--- src/rtl/eth_rx_axis_packer.sv ---
// Packs the MAC's byte-wide AXIS receive stream into data_width_p-wide AXIS words.
// Oversize frames are truncated and flagged bad, and bad frames are counted.
module eth_rx_axis_packer #(
  parameter int data_width_p      = 32,
  parameter int max_frame_p       = 2048,
  parameter int err_count_width_p = 16
) (
  input  logic                           clk_i,
  input  logic                           reset_n_i,
  input  logic [7:0]                     s_axis_tdata_i,
  input  logic                           s_axis_tvalid_i,
  output logic                           s_axis_tready_o,
  input  logic                           s_axis_tlast_i,
  input  logic                           s_axis_tuser_i,
  output logic [data_width_p-1:0]        m_axis_tdata_o,
  output logic [data_width_p/8-1:0]      m_axis_tkeep_o,
  output logic                           m_axis_tvalid_o,
  input  logic                           m_axis_tready_i,
  output logic                           m_axis_tlast_o,
  output logic                           m_axis_tuser_o,
  output logic [err_count_width_p-1:0]   err_count_o
);

  localparam int n_lp     = data_width_p / 8;
  localparam int idx_w_lp = $clog2(n_lp);
  localparam int cnt_w_lp = $clog2(max_frame_p + 1);

  localparam logic [idx_w_lp-1:0] last_idx_lp = idx_w_lp'(n_lp - 1);
  localparam logic [cnt_w_lp-1:0] last_cnt_lp = cnt_w_lp'(max_frame_p - 1);

  typedef enum logic {ACCUM, DISCARD} state_e;

  state_e                         state_q, state_d;
  logic                           s_ready_q, s_ready_d;

  logic [data_width_p-1:0]        asm_data_q, asm_data_d;
  logic [n_lp-1:0]                asm_keep_q, asm_keep_d;
  logic [idx_w_lp-1:0]            asm_idx_q, asm_idx_d;
  logic                           asm_full_q, asm_full_d;
  logic                           asm_last_q, asm_last_d;
  logic                           asm_user_q, asm_user_d;

  logic [cnt_w_lp-1:0]            frame_cnt_q, frame_cnt_d;
  logic                           err_q, err_d;

  logic [data_width_p-1:0]        out_data_q, out_data_d;
  logic [n_lp-1:0]                out_keep_q, out_keep_d;
  logic                           out_valid_q, out_valid_d;
  logic                           out_last_q, out_last_d;
  logic                           out_user_q, out_user_d;

  logic [err_count_width_p-1:0]   err_cnt_q, err_cnt_d;

  logic                           s_fire;
  logic                           m_fire;
  logic                           out_free;
  logic [data_width_p-1:0]        wr_data;
  logic [n_lp-1:0]                wr_keep;
  logic                           at_max;
  logic                           trunc;
  logic                           word_last;
  logic                           word_user;
  logic                           complete;

  // Byte-lane merge of the incoming byte and the word-completion conditions.
  always_comb begin
    s_fire    = s_axis_tvalid_i & s_ready_q;
    m_fire    = out_valid_q & m_axis_tready_i;
    out_free  = ~out_valid_q | m_axis_tready_i;

    wr_data = asm_data_q;
    wr_data[{asm_idx_q, 3'b000} +: 8] = s_axis_tdata_i;
    wr_keep = asm_keep_q;
    wr_keep[asm_idx_q] = 1'b1;

    at_max    = (frame_cnt_q == last_cnt_lp);
    trunc     = at_max & ~s_axis_tlast_i;
    word_last = s_axis_tlast_i | at_max;
    word_user = word_last & (err_q | s_axis_tuser_i | trunc);
    complete  = (asm_idx_q == last_idx_lp) | word_last;
  end

  always_comb begin
    state_d     = state_q;
    asm_data_d  = asm_data_q;
    asm_keep_d  = asm_keep_q;
    asm_idx_d   = asm_idx_q;
    asm_full_d  = asm_full_q;
    asm_last_d  = asm_last_q;
    asm_user_d  = asm_user_q;
    frame_cnt_d = frame_cnt_q;
    err_d       = err_q;
    out_data_d  = out_data_q;
    out_keep_d  = out_keep_q;
    out_last_d  = out_last_q;
    out_user_d  = out_user_q;
    out_valid_d = out_valid_q & ~m_fire;
    err_cnt_d   = err_cnt_q;

    if (asm_full_q) begin
      // A stalled word leaves assembly as soon as the output register frees.
      if (out_free) begin
        out_data_d  = asm_data_q;
        out_keep_d  = asm_keep_q;
        out_last_d  = asm_last_q;
        out_user_d  = asm_user_q;
        out_valid_d = 1'b1;
        asm_full_d  = 1'b0;
        asm_data_d  = '0;
        asm_keep_d  = '0;
        asm_last_d  = 1'b0;
        asm_user_d  = 1'b0;
      end
    end else if (state_q == ACCUM && s_fire) begin
      if (complete) begin
        asm_idx_d = '0;
        if (out_free) begin
          out_data_d  = wr_data;
          out_keep_d  = wr_keep;
          out_last_d  = word_last;
          out_user_d  = word_user;
          out_valid_d = 1'b1;
          asm_data_d  = '0;
          asm_keep_d  = '0;
        end else begin
          asm_full_d = 1'b1;
          asm_data_d = wr_data;
          asm_keep_d = wr_keep;
          asm_last_d = word_last;
          asm_user_d = word_user;
        end
      end else begin
        asm_data_d = wr_data;
        asm_keep_d = wr_keep;
        asm_idx_d  = asm_idx_q + idx_w_lp'(1);
      end

      if (word_last) begin
        frame_cnt_d = '0;
        err_d       = 1'b0;
      end else begin
        frame_cnt_d = frame_cnt_q + cnt_w_lp'(1);
        err_d       = err_q | s_axis_tuser_i;
      end

      if (trunc) begin
        state_d = DISCARD;
      end
    end

    // The tail of a truncated frame is swallowed up to and including its tlast byte.
    if (state_q == DISCARD && s_fire && s_axis_tlast_i) begin
      state_d = ACCUM;
    end

    s_ready_d = (state_d == DISCARD) | ~asm_full_d;

    if (m_fire && out_last_q && out_user_q && (err_cnt_q != {err_count_width_p{1'b1}})) begin
      err_cnt_d = err_cnt_q + err_count_width_p'(1);
    end
  end

  always_ff @(posedge clk_i or negedge reset_n_i) begin
    if (!reset_n_i) begin
      state_q     <= ACCUM;
      s_ready_q   <= 1'b0;
      asm_data_q  <= '0;
      asm_keep_q  <= '0;
      asm_idx_q   <= '0;
      asm_full_q  <= 1'b0;
      asm_last_q  <= 1'b0;
      asm_user_q  <= 1'b0;
      frame_cnt_q <= '0;
      err_q       <= 1'b0;
      out_data_q  <= '0;
      out_keep_q  <= '0;
      out_valid_q <= 1'b0;
      out_last_q  <= 1'b0;
      out_user_q  <= 1'b0;
      err_cnt_q   <= '0;
    end else begin
      state_q     <= state_d;
      s_ready_q   <= s_ready_d;
      asm_data_q  <= asm_data_d;
      asm_keep_q  <= asm_keep_d;
      asm_idx_q   <= asm_idx_d;
      asm_full_q  <= asm_full_d;
      asm_last_q  <= asm_last_d;
      asm_user_q  <= asm_user_d;
      frame_cnt_q <= frame_cnt_d;
      err_q       <= err_d;
      out_data_q  <= out_data_d;
      out_keep_q  <= out_keep_d;
      out_valid_q <= out_valid_d;
      out_last_q  <= out_last_d;
      out_user_q  <= out_user_d;
      err_cnt_q   <= err_cnt_d;
    end
  end

  assign s_axis_tready_o = s_ready_q;
  assign m_axis_tdata_o  = out_data_q;
  assign m_axis_tkeep_o  = out_keep_q;
  assign m_axis_tvalid_o = out_valid_q;
  assign m_axis_tlast_o  = out_last_q;
  assign m_axis_tuser_o  = out_user_q;
  assign err_count_o     = err_cnt_q;

endmodule

--- config.mk ---
export PLATFORM = sky130hd
export DESIGN_NAME = eth_rx_axis_packer
export DESIGN_NICKNAME = d
export VERILOG_FILES = /design/src/rtl/eth_rx_axis_packer.sv
export SDC_FILE = /design/constraint.sdc
export NUM_CORES = 1
export LEC_CHECK = 0
export ABC_AREA = 0
export BUFFER_PORTS_ARGS = -buffer_cell sky130_fd_sc_hd__buf_2
export CORE_MARGIN = 1.5
export CORE_UTILIZATION = 60
export CTS_CLUSTER_SIZE = 12
export DETAILED_ROUTE_END_ITERATION = 7
export PLACE_DENSITY_LB_ADDON = 0.3
export SLEW_MARGIN = 20
export SYNTH_ARGS = -nofsm -noshare
export SYNTH_HDL_FRONTEND = slang
export SYNTH_SLANG_ARGS = --single-unit
--- constraint.sdc ---
create_clock -name clk_i -period 4.7 [get_ports clk_i]
set_clock_uncertainty 0.05 [all_clocks]
set_input_delay 0.705 -clock clk_i [delete_from_list [all_inputs] [get_ports clk_i]]
set_output_delay 0.705 -clock clk_i [all_outputs]
set_load 0.005 [all_outputs]
==> out/results.tsv <==
metric	value	unit
status	finished, final reports clean	
first-pass GRT wire length	18400	um
buffer count from post-CTS setup fixing	0	
TritonRoute pass-1 iters	5	
Critical Path Source Type	flip-flop	
overflow left after global routing	0	
initial antenna violation count	0	
cell area after placement	0.00574	mm^2
WL/cell	17.7	um
Pleak	0.00289	uW
die width	97.5	um
Netlist cell types	55	
Setup CP Type	reg2reg	
CTS Buf Count	9	
R2R setup slack	2.03	ns
Final Net Count	521	
Chip Height	97.5	um
share of layout cells above drive strength 1	0.267	
Synth Cell Area	0.00536	mm^2
Finish-stage setup viols	0	
largest net degree at the start of global routing	75	
post-CTS sizing	0	
Avg Vias per Cell	6.27	
critical path arrival	2.87	ns
GPL Wtd Cong	0.810	
r2r startpoint	asm_idx_q[0]	
CTS H-tree depth	3	
cts hold-fix bufs	0	
ANT nets after route	0	
Core ar.	0.00868	mm^2
Syn Nets	465	
fmax	375	MHz
Mapped Cells	441	
full die area	0.00950	mm^2
crit path capture type	flip-flop	
syn_area_per_cell	12.1	um^2
DR iter-0 viols	195	
Final TNS setup	0	ns
maxcap violations	0	
vias in the first global route	3668	
sequential area share after synthesis	0.519	
total global-route track usage	0.238	
# rows	34	
clk sinks	111	
Worst-path clk slew	0.10	ns
Final Max Slew Viols	0	
clk root buf	clkbuf_8	
Peak VDD IR	0.258	mV
Crit Path Max Fanout	54	
RSZ-0062 raised after global routing	no	
diode count	0	
initial core utilization	0.617	
fin crit period	2.67	ns
async set-reset flop share out of synthesis	1.00	
DP HPWL	7440	um
Final Hold Vio Count	0	
P per Cell Area	377	mW/mm^2
EDFF count, synth	0	
reg2reg end	m_axis_tdata_o[8]	
IO Pins	70	
max_slew headroom	0.402	
worst-skew pair later-pin latency	0.37	ns
CTS tree	yes	
drt drc	0	
Routed WL	10800	um
cell area after layout	0.00591	mm^2
clock buffer depth	2	
Synth Flop Type	dfrtp_1	
Final Cycle Share	0.568	
Synth Register Bits	111	
Reg2Reg Depth	6	
worst slew pin tran	0.896	ns
Hold Crit Class	in2async	
Via Count	3823	
Port Buf Inserts	69	
Critical Path RT	4.91	ns
Syn. warnings	0	
Syn-to-layout area delta	10.4	%
==> flip-flops by register name, summed over array words and instances (netlist names), 2 cells and up <==
signal and flops:
m_axis_tkeep_o 4, frame_cnt_q 12, err_count_o 16, m_axis_tdata_o 32
asm_idx_q 2, asm_data_q 32, asm_keep_q 4
==> per-layer routing <==
metal  global-route usage  wire, um  vias to the layer above
met5                    0         0                        -
met4               0.0615        88                        0
met3               0.0496       523                        7
met2                0.370      5230                       96
met1                0.345      4970                     1927
li1                     -         -                     1793
==> synth_stat cells, drive strengths merged (6+ instances only) <==
cell type / count / area share
a21oi: 11 / 0.010
a22o: 35 / 0.057
a32o: 33 / 0.062
buf: 16 / 0.018
clkbuf: 10 / 0.0070
dfrtp: 111 / 0.52
ha: 10 / 0.023
inv: 10 / 0.0070
mux2: 38 / 0.095
mux2i: 6 / 0.011
nand2: 28 / 0.020
nand3: 17 / 0.019
nand4: 10 / 0.013
nor2: 24 / 0.017
o21ai: 12 / 0.012
xnor2: 11 / 0.018
==> worst max-delay path, cell delays in order (launching register included) <==
cell and delay [ns]:
dfrtp_1 0.52, ha_1 0.30, nor2_1 0.21, o41ai_4 0.16, o21ai_4 0.54, buf_12 0.35
mux2_2 0.38
==> how the worst max path moves through the flow <==
stage | start | end | slack (ns) | cells past startpoint
final | asm_idx_q[0] | m_axis_tdata_o[8] | 2.03 | 6
after global routing | asm_idx_q[0] | m_axis_tdata_o[10] | 1.90 | 6
after CTS | asm_idx_q[0] | m_axis_tdata_o[8] | 2.06 | 6
after detailed placement | s_axis_tlast_i | m_axis_tdata_o[4] | 1.96 | 6
after global placement | s_axis_tlast_i | m_axis_tdata_o[5] | 2.04 | 6
after floorplan | m_axis_tready_i | m_axis_tdata_o[13] | 2.64 | 7
==> cell type report <==
cell class / instances / area, um^2
Clock buffer: 10 / 128
Clock inverter: 6 / 46.3
Fill cell: 640 / 2760
Inverter: 11 / 41.3
Multi-Input combinational cell: 293 / 2410
Sequential cell: 111 / 2780
Tap cell: 108 / 135
Timing Repair Buffer: 71 / 375
==> per-stage QoR <==
stage | util | total power [uW] | hold WS (ns) | instances | setup slack (ns)
floorplan | - | 1540 | 0.359 | 441 | 2.64
global placement | 0.661 | 1710 | 0.423 | 594 | 2.04
detailed placement | 0.661 | 1730 | 0.431 | 594 | 1.96
CTS | 0.682 | 2240 | 0.444 | 610 | 2.06
global route | 0.682 | 2350 | 0.475 | 610 | 1.90
finish | 0.682 | 2230 | 0.420 | 610 | 2.03
==> cells in the final DEF (no fill, tap or decap), drive strengths merged, types with 5 or more instances in the layout <==
cell type	synthesis	final
inv	10	11
nor3	5	5
nor4	5	5
a22o	35	35
xnor2	11	11
a32o	33	33
buf	16	71
nand3	17	17
ha	10	10
a21oi	11	11
and3	5	5
a211oi	5	5
nor2	24	24
nand2	28	28
mux2	38	38
dfrtp	111	111
xor2	5	5
o21ai	12	12
nand4	10	10
mux2i	6	6
clkbuf	10	10
clkinv	1	5
==> cells by family (layout without fill, tap and decap cells) <==
family,count (synthesis),in the layout,share of synthesized area
adder cells (fa/ha/maj),10,10,0.0234
buffers and inverters,37,98,0.0325
multiplexers,44,44,0.106
AND/OR/NAND/NOR,115,115,0.120
XOR/XNOR,16,16,0.0262
flip-flops,111,111,0.519
AO/OA/AOI/OAI,108,108,0.174
==> power breakdown <==
part	leakage, uW	switching (uW)	total [uW]	internal (uW)
logic	0.00130	282	524	242
registers	0.00151	103	1190	1090
clock network	0.0000881	318	515	197
total	0.00289	703	2230	1530
Power figures use the tool's default switching activity.
